File: config.mk
export PLATFORM = sky130hd
export DESIGN_NAME = shift_sequencer
export DESIGN_NICKNAME = d
export VERILOG_FILES = /design/src/rtl/shift_sequencer.sv
export SDC_FILE = /design/constraint.sdc
export NUM_CORES = 1
export LEC_CHECK = 0
export ABC_AREA = 1
export BUFFER_PORTS_ARGS = -buffer_cell sky130_fd_sc_hd__buf_2
export CORE_MARGIN = 2
export CORE_UTILIZATION = 56
export DETAILED_ROUTE_END_ITERATION = 10
export PLACE_DENSITY = 0.85
export SYNTH_ARGS = -nofsm -noshare
export SYNTH_HDL_FRONTEND = slang
export SYNTH_SLANG_ARGS = --single-unit
export TNS_END_PERCENT = 20
File: constraint.sdc
create_clock -name clock -period 2.3 [get_ports clock]
set_clock_uncertainty 0.05 [all_clocks]
set_input_delay 0.46 -clock clock [delete_from_list [all_inputs] [get_ports clock]]
set_output_delay 0.46 -clock clock [all_outputs]
set_load 0.01 [all_outputs]
File: src/rtl/shift_sequencer.sv
// -----------------------------------------------------------------------------
// shift_sequencer
//
// Multi-cycle shifter: performs a full shift/rotate by a SHAMT_BITS-wide amount
// by applying a single-bit step to an accumulator once per clock. It is the
// low-area alternative to a barrel shifter. One operation is in flight at a
// time (start/ready handshake). Completion is signalled by a one-cycle done
// pulse, and the result stays on data_out until the next accepted start.
//
// Ports:
//   clock     in   1           rising-edge clock
//   reset     in   1           synchronous active-high reset
//   start     in   1           request, accepted only while ready=1
//   op        in   2           00 sll, 01 srl, 10 sra, 11 rotate left
//   data_in   in   WIDTH       operand, sampled on the accepting edge
//   shamt     in   SHAMT_BITS  shift amount, sampled on the accepting edge
//   data_out  out  WIDTH       result register
//   ready     out  1           high in IDLE
//   busy      out  1           high in SHIFT and DONE
//   done      out  1           one-cycle completion pulse
// -----------------------------------------------------------------------------
module shift_sequencer #(
    parameter int WIDTH      = 32,
    parameter int SHAMT_BITS = 5
) (
    input  logic                  clock,
    input  logic                  reset,
    input  logic                  start,
    input  logic [1:0]            op,
    input  logic [WIDTH-1:0]      data_in,
    input  logic [SHAMT_BITS-1:0] shamt,
    output logic [WIDTH-1:0]      data_out,
    output logic                  ready,
    output logic                  busy,
    output logic                  done
);

    typedef enum logic [1:0] {
        ST_IDLE  = 2'b00,
        ST_SHIFT = 2'b01,
        ST_DONE  = 2'b10
    } state_t;

    localparam logic [1:0] OP_SLL = 2'b00;
    localparam logic [1:0] OP_SRL = 2'b01;
    localparam logic [1:0] OP_SRA = 2'b10;
    localparam logic [1:0] OP_ROL = 2'b11;

    localparam logic [SHAMT_BITS-1:0] CNT_ZERO = {SHAMT_BITS{1'b0}};
    localparam logic [SHAMT_BITS-1:0] CNT_ONE  = SHAMT_BITS'(1);

    // One bit position of the selected operation.
    function automatic logic [WIDTH-1:0] step_one(
        input logic [1:0]       sel,
        input logic [WIDTH-1:0] val
    );
        logic [WIDTH-1:0] res;
        case (sel)
            OP_SLL:  res = {val[WIDTH-2:0], 1'b0};
            OP_SRL:  res = {1'b0, val[WIDTH-1:1]};
            OP_SRA:  res = {val[WIDTH-1], val[WIDTH-1:1]};
            OP_ROL:  res = {val[WIDTH-2:0], val[WIDTH-1]};
            default: res = val;
        endcase
        return res;
    endfunction

    state_t                state_q, state_d;
    logic [WIDTH-1:0]      acc_q, acc_d;
    logic [SHAMT_BITS-1:0] cnt_q, cnt_d;
    logic [1:0]            op_q, op_d;
    logic                  ready_q, busy_q, done_q;

    // Next-state and datapath update for the sequencer.
    always_comb begin
        state_d = state_q;
        acc_d   = acc_q;
        cnt_d   = cnt_q;
        op_d    = op_q;
        case (state_q)
            ST_IDLE: begin
                if (start) begin
                    acc_d = data_in;
                    cnt_d = shamt;
                    op_d  = op;
                    if (shamt == CNT_ZERO) begin
                        state_d = ST_DONE;
                    end else begin
                        state_d = ST_SHIFT;
                    end
                end else begin
                    state_d = ST_IDLE;
                end
            end
            ST_SHIFT: begin
                // The count guard keeps cnt from wrapping even if SHIFT were
                // somehow entered with a zero count.
                if (cnt_q != CNT_ZERO) begin
                    acc_d = step_one(op_q, acc_q);
                    cnt_d = cnt_q - CNT_ONE;
                end else begin
                    cnt_d = CNT_ZERO;
                end
                if (cnt_q <= CNT_ONE) begin
                    state_d = ST_DONE;
                end else begin
                    state_d = ST_SHIFT;
                end
            end
            ST_DONE: begin
                state_d = ST_IDLE;
            end
            default: begin
                state_d = ST_IDLE;
            end
        endcase
    end

    // State registers; handshake outputs are registered from the next state
    // so they line up exactly with the state they describe.
    always_ff @(posedge clock) begin
        if (reset) begin
            state_q <= ST_IDLE;
            acc_q   <= {WIDTH{1'b0}};
            cnt_q   <= CNT_ZERO;
            op_q    <= OP_SLL;
            ready_q <= 1'b1;
            busy_q  <= 1'b0;
            done_q  <= 1'b0;
        end else begin
            state_q <= state_d;
            acc_q   <= acc_d;
            cnt_q   <= cnt_d;
            op_q    <= op_d;
            ready_q <= (state_d == ST_IDLE);
            busy_q  <= (state_d != ST_IDLE);
            done_q  <= (state_d == ST_DONE);
        end
    end

    assign data_out = acc_q;
    assign ready    = ready_q;
    assign busy     = busy_q;
    assign done     = done_q;

endmodule

# After elaboration in Yosys (flattened, before gate mapping)
# Index checks and enable logic that the tools add are counted.
# op_classes
add_sub_neg	1
mul	0
div_mod_pow	0
n_lt_le_gt_ge	1
n_eq_ne	8
n_shift	0
n_mux	11
n_bitwise	0
n_reduce_logical	11
# op_table
cell	n
one-hot mux 32 bit (4 select lines)	1
two-way mux 32 bit	2
one-hot mux 32 bit (2 select lines)	1
two-way mux 5 bit	2
one-hot mux 5 bit (2 select lines)	1
== test 2 bit, second input constant	3
logical NOT 2 bit	3
two-way mux 2 bit	3
inequality test 2 bit, second input constant	3
<= comparator 5 x 1 -> 1 bit, second input constant	1
logical NOT 5 bit	1
nonzero test 5 bit	1
subtractor 5 x 1 -> 5 bit, second input constant	1
== test 2 x 1 -> 1 bit, second input constant	2
one-hot mux 2 bit (2 select lines)	1
AND reduction 2 bit	2
AND reduction 4 bit	1
nonzero test 2 bit	2
AND reduction 3 bit	1
# totals
register_bits	44
latch_bits	0
ram_bits	0
rom_bits	0
mem_count	0

# Depth between registers and ports, before layout
# logic_depth
depth_word	5
ltp_mapped	11
ltp_nobuf	10

# Least setup slack after synthesis
# No wires, ideal clock.
# synth_path
path_kind	flip-flop to flip-flop
startpoint	register cnt_q[0]
endpoint	register acc_q[19], in the netlist data_out[19]
t_arrival_ns	1.300
t_required_ns	2.133
path_slack_ns	0.833
path_stages_with_launch	11
n_path_buf	1
path_cell_list	dfxtp_1 inv_1 ha_1 inv_1 nor2_1 nand2_1 nand2_1 nand2_2 buf_2 o21ai_0 nor2_1
# synth_via
elab_chain_cells	3
# synth_lines
element	line_no	source
start, declared	70	logic [SHAMT_BITS-1:0] cnt_q, cnt_d;
start signal, assigned	133	cnt_q <= cnt_d;
nonzero test 5 bit	98	if (cnt_q != CNT_ZERO) begin
inequality test 2 bit (no line)	n/a	
AND reduction 3 bit (no line)	n/a	
end signal, assigned	124	acc_q <= {WIDTH{1'b0}};
end, declared	69	logic [WIDTH-1:0] acc_q, acc_d;
# No other way between the ends.
# A chain may end at the register's enable or synchronous reset.

# Final worst setup path
# layout_path
startpoint	register state_q[0]
endpoint	register cnt_q[1]
# layout_via
elab_chain_cells	3
elab_cells_between_ends	6
cone_classes	eq/ne (2); mux (1); reduce/logical (3)
# layout_lines
element	line_no	source
start, declared	68	state_t state_q, state_d;
start signal, assigned	131	state_q <= state_d;
== test 2 x 1 -> 1 bit or logical NOT 2 bit (tied branches)	80	case (state_q)
nonzero test 2 bit (no line) or inequality test 2 bit (tied branches)	n/a	
AND reduction 2 bit (no line)	n/a	
# Several ways; a longest one is shown, not always the timed one.

==> metrics.md <==
| Metric | Value |
|---|---|
| Run status | finished clean |
| Cell leakage power | 1.667 nW |
| Post-route design area | 0.003136 mm2 |
| Cell count of the worst reg-to-reg path | 7 |
| Final max-slew violation count | 0 |
| Setup total negative slack | 0 ns |
| DIE AREA | 0.005306 mm2 |
| Clock network fraction of total power | 0.216 |
| Gr usage total | 0.2514 |
| Count of antenna-violating nets left after detailed routing | 0 |
| Cell types with the largest area share after synthesis | dfxtp_1, nand2_1, nor2_1 |
| Total via count in the routed design | roughly 3k |
| Cell with the largest stage delay on the worst path | inv_2 |
| Post-synth top flop | dfxtp_1 |
| Num Clock Sinks | 44 |
| WL per Instance | 10.81 um |
| Class of the tightest hold or removal check | in2reg |
| R2r setup slk | 0.51 ns |
| Die X | 72.84 um |
| First-pass iteration count of the detailed router | 4 |
| Number of antenna violations at the first check in global routing | 0 |
| Launch point of the worst hold path | reset |
| Row count | 25 |
| Unrepaired setup endpoints after global routing | false |
| Timing-limited maximum frequency | 0.5601 GHz |
| First-pass GRT wire length | 10720 um |
| Clock insertion delay at the later pin of the skew report | 0.30 ns |
| Post-synthesis cell count | 465 |
| Max incr delay on CP | 0.47 ns |
| Part of the total power dissipated in combinational logic | 0.373 |
| Dominant cell type by area after synthesis | dfxtp_1 |
| Post-synth EDFFs | 0 |
| Cell area after synthesis | 0.002654 mm2 |
| Number of H-tree levels | 2 |
| Number of buffers on the longest clock path | 2 |
| End of the worst hold path | state_q[0] |
| Ports | 77 |
| Critical path, cell by cell | inv_1 > nor2_2 > buf_4 > inv_2 > nand2_2 > o21ai_0 > a21oi_1 |
| Share of post-route cells with drive strength above 1 | 0.1895 |
| Total of max-cap violations | 0 |
| Critical Path End Type | flop |
| Number of global-route vias before repair | 2580 |
| Switching power of the nets | 0.9463 mW |
| Global route overflow | 0 |
| Placer congestion estimate | 0.8320 |
| CP startpoint kind | flop |
| Mean instance size in the synthesized netlist | 5.707 um2 |
| Cell internal power dissipation | 1.468 mW |
| Effective utilization at floorplan | 0.5694 |
| Synthesized flop and latch total | 44 |
| Sequential area share after synthesis | 0.3319 |
| Clock root buffer | clkbuf_8 |
| Number of DRC markers after the initial detailed-route iteration | around 220 |
| Post-CTS Hold Buffers | 0 |
| IO Port Bufs | 76 |
| Final layout net count | between 500 and 600 |
| Worst ir drop on vdd | 0.3910 mV |
| Category of the most critical setup path | reg2reg |
| Drt total wl | 6344 um |
| CTS-repair resized insts | 0 |
| Normalized max-slew margin | 0.5853 |
| Pin count of the biggest net entering global routing | 39 |
| Unique cell type count in the Yosys netlist | 23 |
| Detailed-route DRC error count | 0 |
| Synth top area share | 0.3319 |
| Post-synthesis net count | 510 |
| Switch share | 0.3919 |
| Placed cell areas | 0.003043 mm2 |
| Area delta synth->final | 18.15% |
| Number of failing setup endpoints in the final timing report | 0 |
| Critical path peak fanout | 38 |
| Actual transition at the worst max-transition pin | 0.6211 ns |
| Total Power Consumption | 2.415 mW |
| CP Data Required Time | 2.44 ns |
| Reg-to-Reg End | cnt_q[1] |
| Std-Cell Core Area | 0.004661 mm2 |
| Share of the clock period used by the worst path after layout | 0.7762 |
| Final Core Density | 0.6728 |
| Sequential share of power | 0.411 |
| Hold-critical path depth | 2 |
| Proportion of register bits with asynchronous set or reset after synthesis | 0 |
| TritonCTS clock tree | built |
| Ant diodes | 0 |
| Buffers inserted by post-CTS timing repair | 0 |
| Die height | 72.84 um |
| Time the final worst path needs with I/O delays and setup | 1.785 ns |
| Timing startpoint of the critical path | state_q[0] |
| Startpoint of the most critical register-to-register path | state_q[0] |
| Hold violation count in the final report | 0 |
| HPWL after detailed placement | between 4000 and 5000 um |
| Number of clock buffers inserted by TritonCTS | 5 |
| Synth Warn # | 0 |
| Power density normalized to cell area | between 700 and 800 mW/mm2 |
| Clock slew seen by the registers of the worst setup and hold paths | ~0.090 ns |
| Via density per instance | approximately 5 |
| Data arrival time of the critical path | 1.93 ns |
-- cell type report --
class | count | area, um2
fillers | 430 | 1525
multi-input cells | 351 | 1469
flip-flops and latches | 44 | 880.8
repair buffers | 84 | 452.9
inverters | 46 | 172.7
clock buffers | 6 | 82.58
well taps | 54 | 67.56
clock inverters | 2 | 10.01
-- sequential cells by signal (all words and copies together) (netlist names) --
register,cells
busy,1
cnt_q,5
data_out,32
done,1
op_q,2
ready,1
state_q,2
-- worst max-delay path, delay by kind of cell (launching register included) --
kind,cells,cell delay (ns)
buf+inv,3,0.72
compound gates,2,0.35
flops,1,0.30
simple gates,2,0.23
-- how the worst max path moves through the flow --
stage / end / slack (ns) / cells past startpoint
2_1_floorplan: data_out[19] / 0.83 / 10
3_3_place_gp: data_out[23] / 0.62 / 9
3_5_place_dp: data_out[23] / 0.58 / 9
4_1_cts: cnt_q[1] / 0.54 / 7
5_1_grt: cnt_q[1] / 0.31 / 7
6_report: cnt_q[1] / 0.51 / 7
-- kinds of logic after synthesis --
kind of cell / synth area share
AO/OA/AOI/OAI: 0.1037
AND/OR/NAND/NOR: 0.4323
adder cells (fa/ha/maj): 0.01415
buffers and inverters: 0.1146
flip-flops: 0.3319
XOR/XNOR: 0.003301
-- Yosys cell counts (3+ instances only) --
master,instances
nand3_1,12
inv_1,44
nor2_1,128
ha_1,3
o21ai_0,43
buf_2,14
a21oi_1,8
nand2_1,144
clkbuf_1,5
dfxtp_1,44
-- through the flow --
stage | hold slack [ns] | setup WS [ns] | cells
2_1_floorplan | 0.4327 | 0.8332 | 465
3_3_place_gp | 0.4517 | 0.6236 | 579
3_5_place_dp | 0.4566 | 0.5784 | 579
4_1_cts | 0.2926 | 0.5418 | 587
5_1_grt | 0.2966 | 0.3141 | 587
6_report | 0.2988 | 0.5147 | 587
-- layer usage --
| layer | GRT usage | routed length (um) | up-vias |
|---|---|---|---|
| met3 | 0.03177 | 328 | 11 |
| met5 | 0 | 0 | - |
| met1 | 0.3090 | 2857 | 1309 |
| li1 | - | - | 1533 |
| met4 | 0.1070 | 109 | 0 |
| met2 | 0.4404 | 3048 | 91 |
-- cells in the final DEF, fill, tap and decap left out, types with 2 or more instances in the layout --
master and instances:
a21oi_1 8, buf_2 76, buf_4 7, clkbuf_8 6, clkinv_2 2, dfxtp_1 44, ha_1 3, inv_1 44
inv_2 2, nand2_1 144, nand2_2 2, nand3_1 12, nor2_1 128, nor2_4 2, o21a_1 2, o21ai_0 43
or2_2 2
-- power by group through the flow --
stage	registers [mW]	logic, mW	clock network, mW
floorplan	1.03	0.619	0
global placement	1.00	0.871	0
detailed placement	1.01	0.897	0
CTS	0.991	0.902	0.516
global route	1.01	1.04	0.544
finish	0.993	0.902	0.520
No activity file was read; power rests on OpenSTA's default activity.
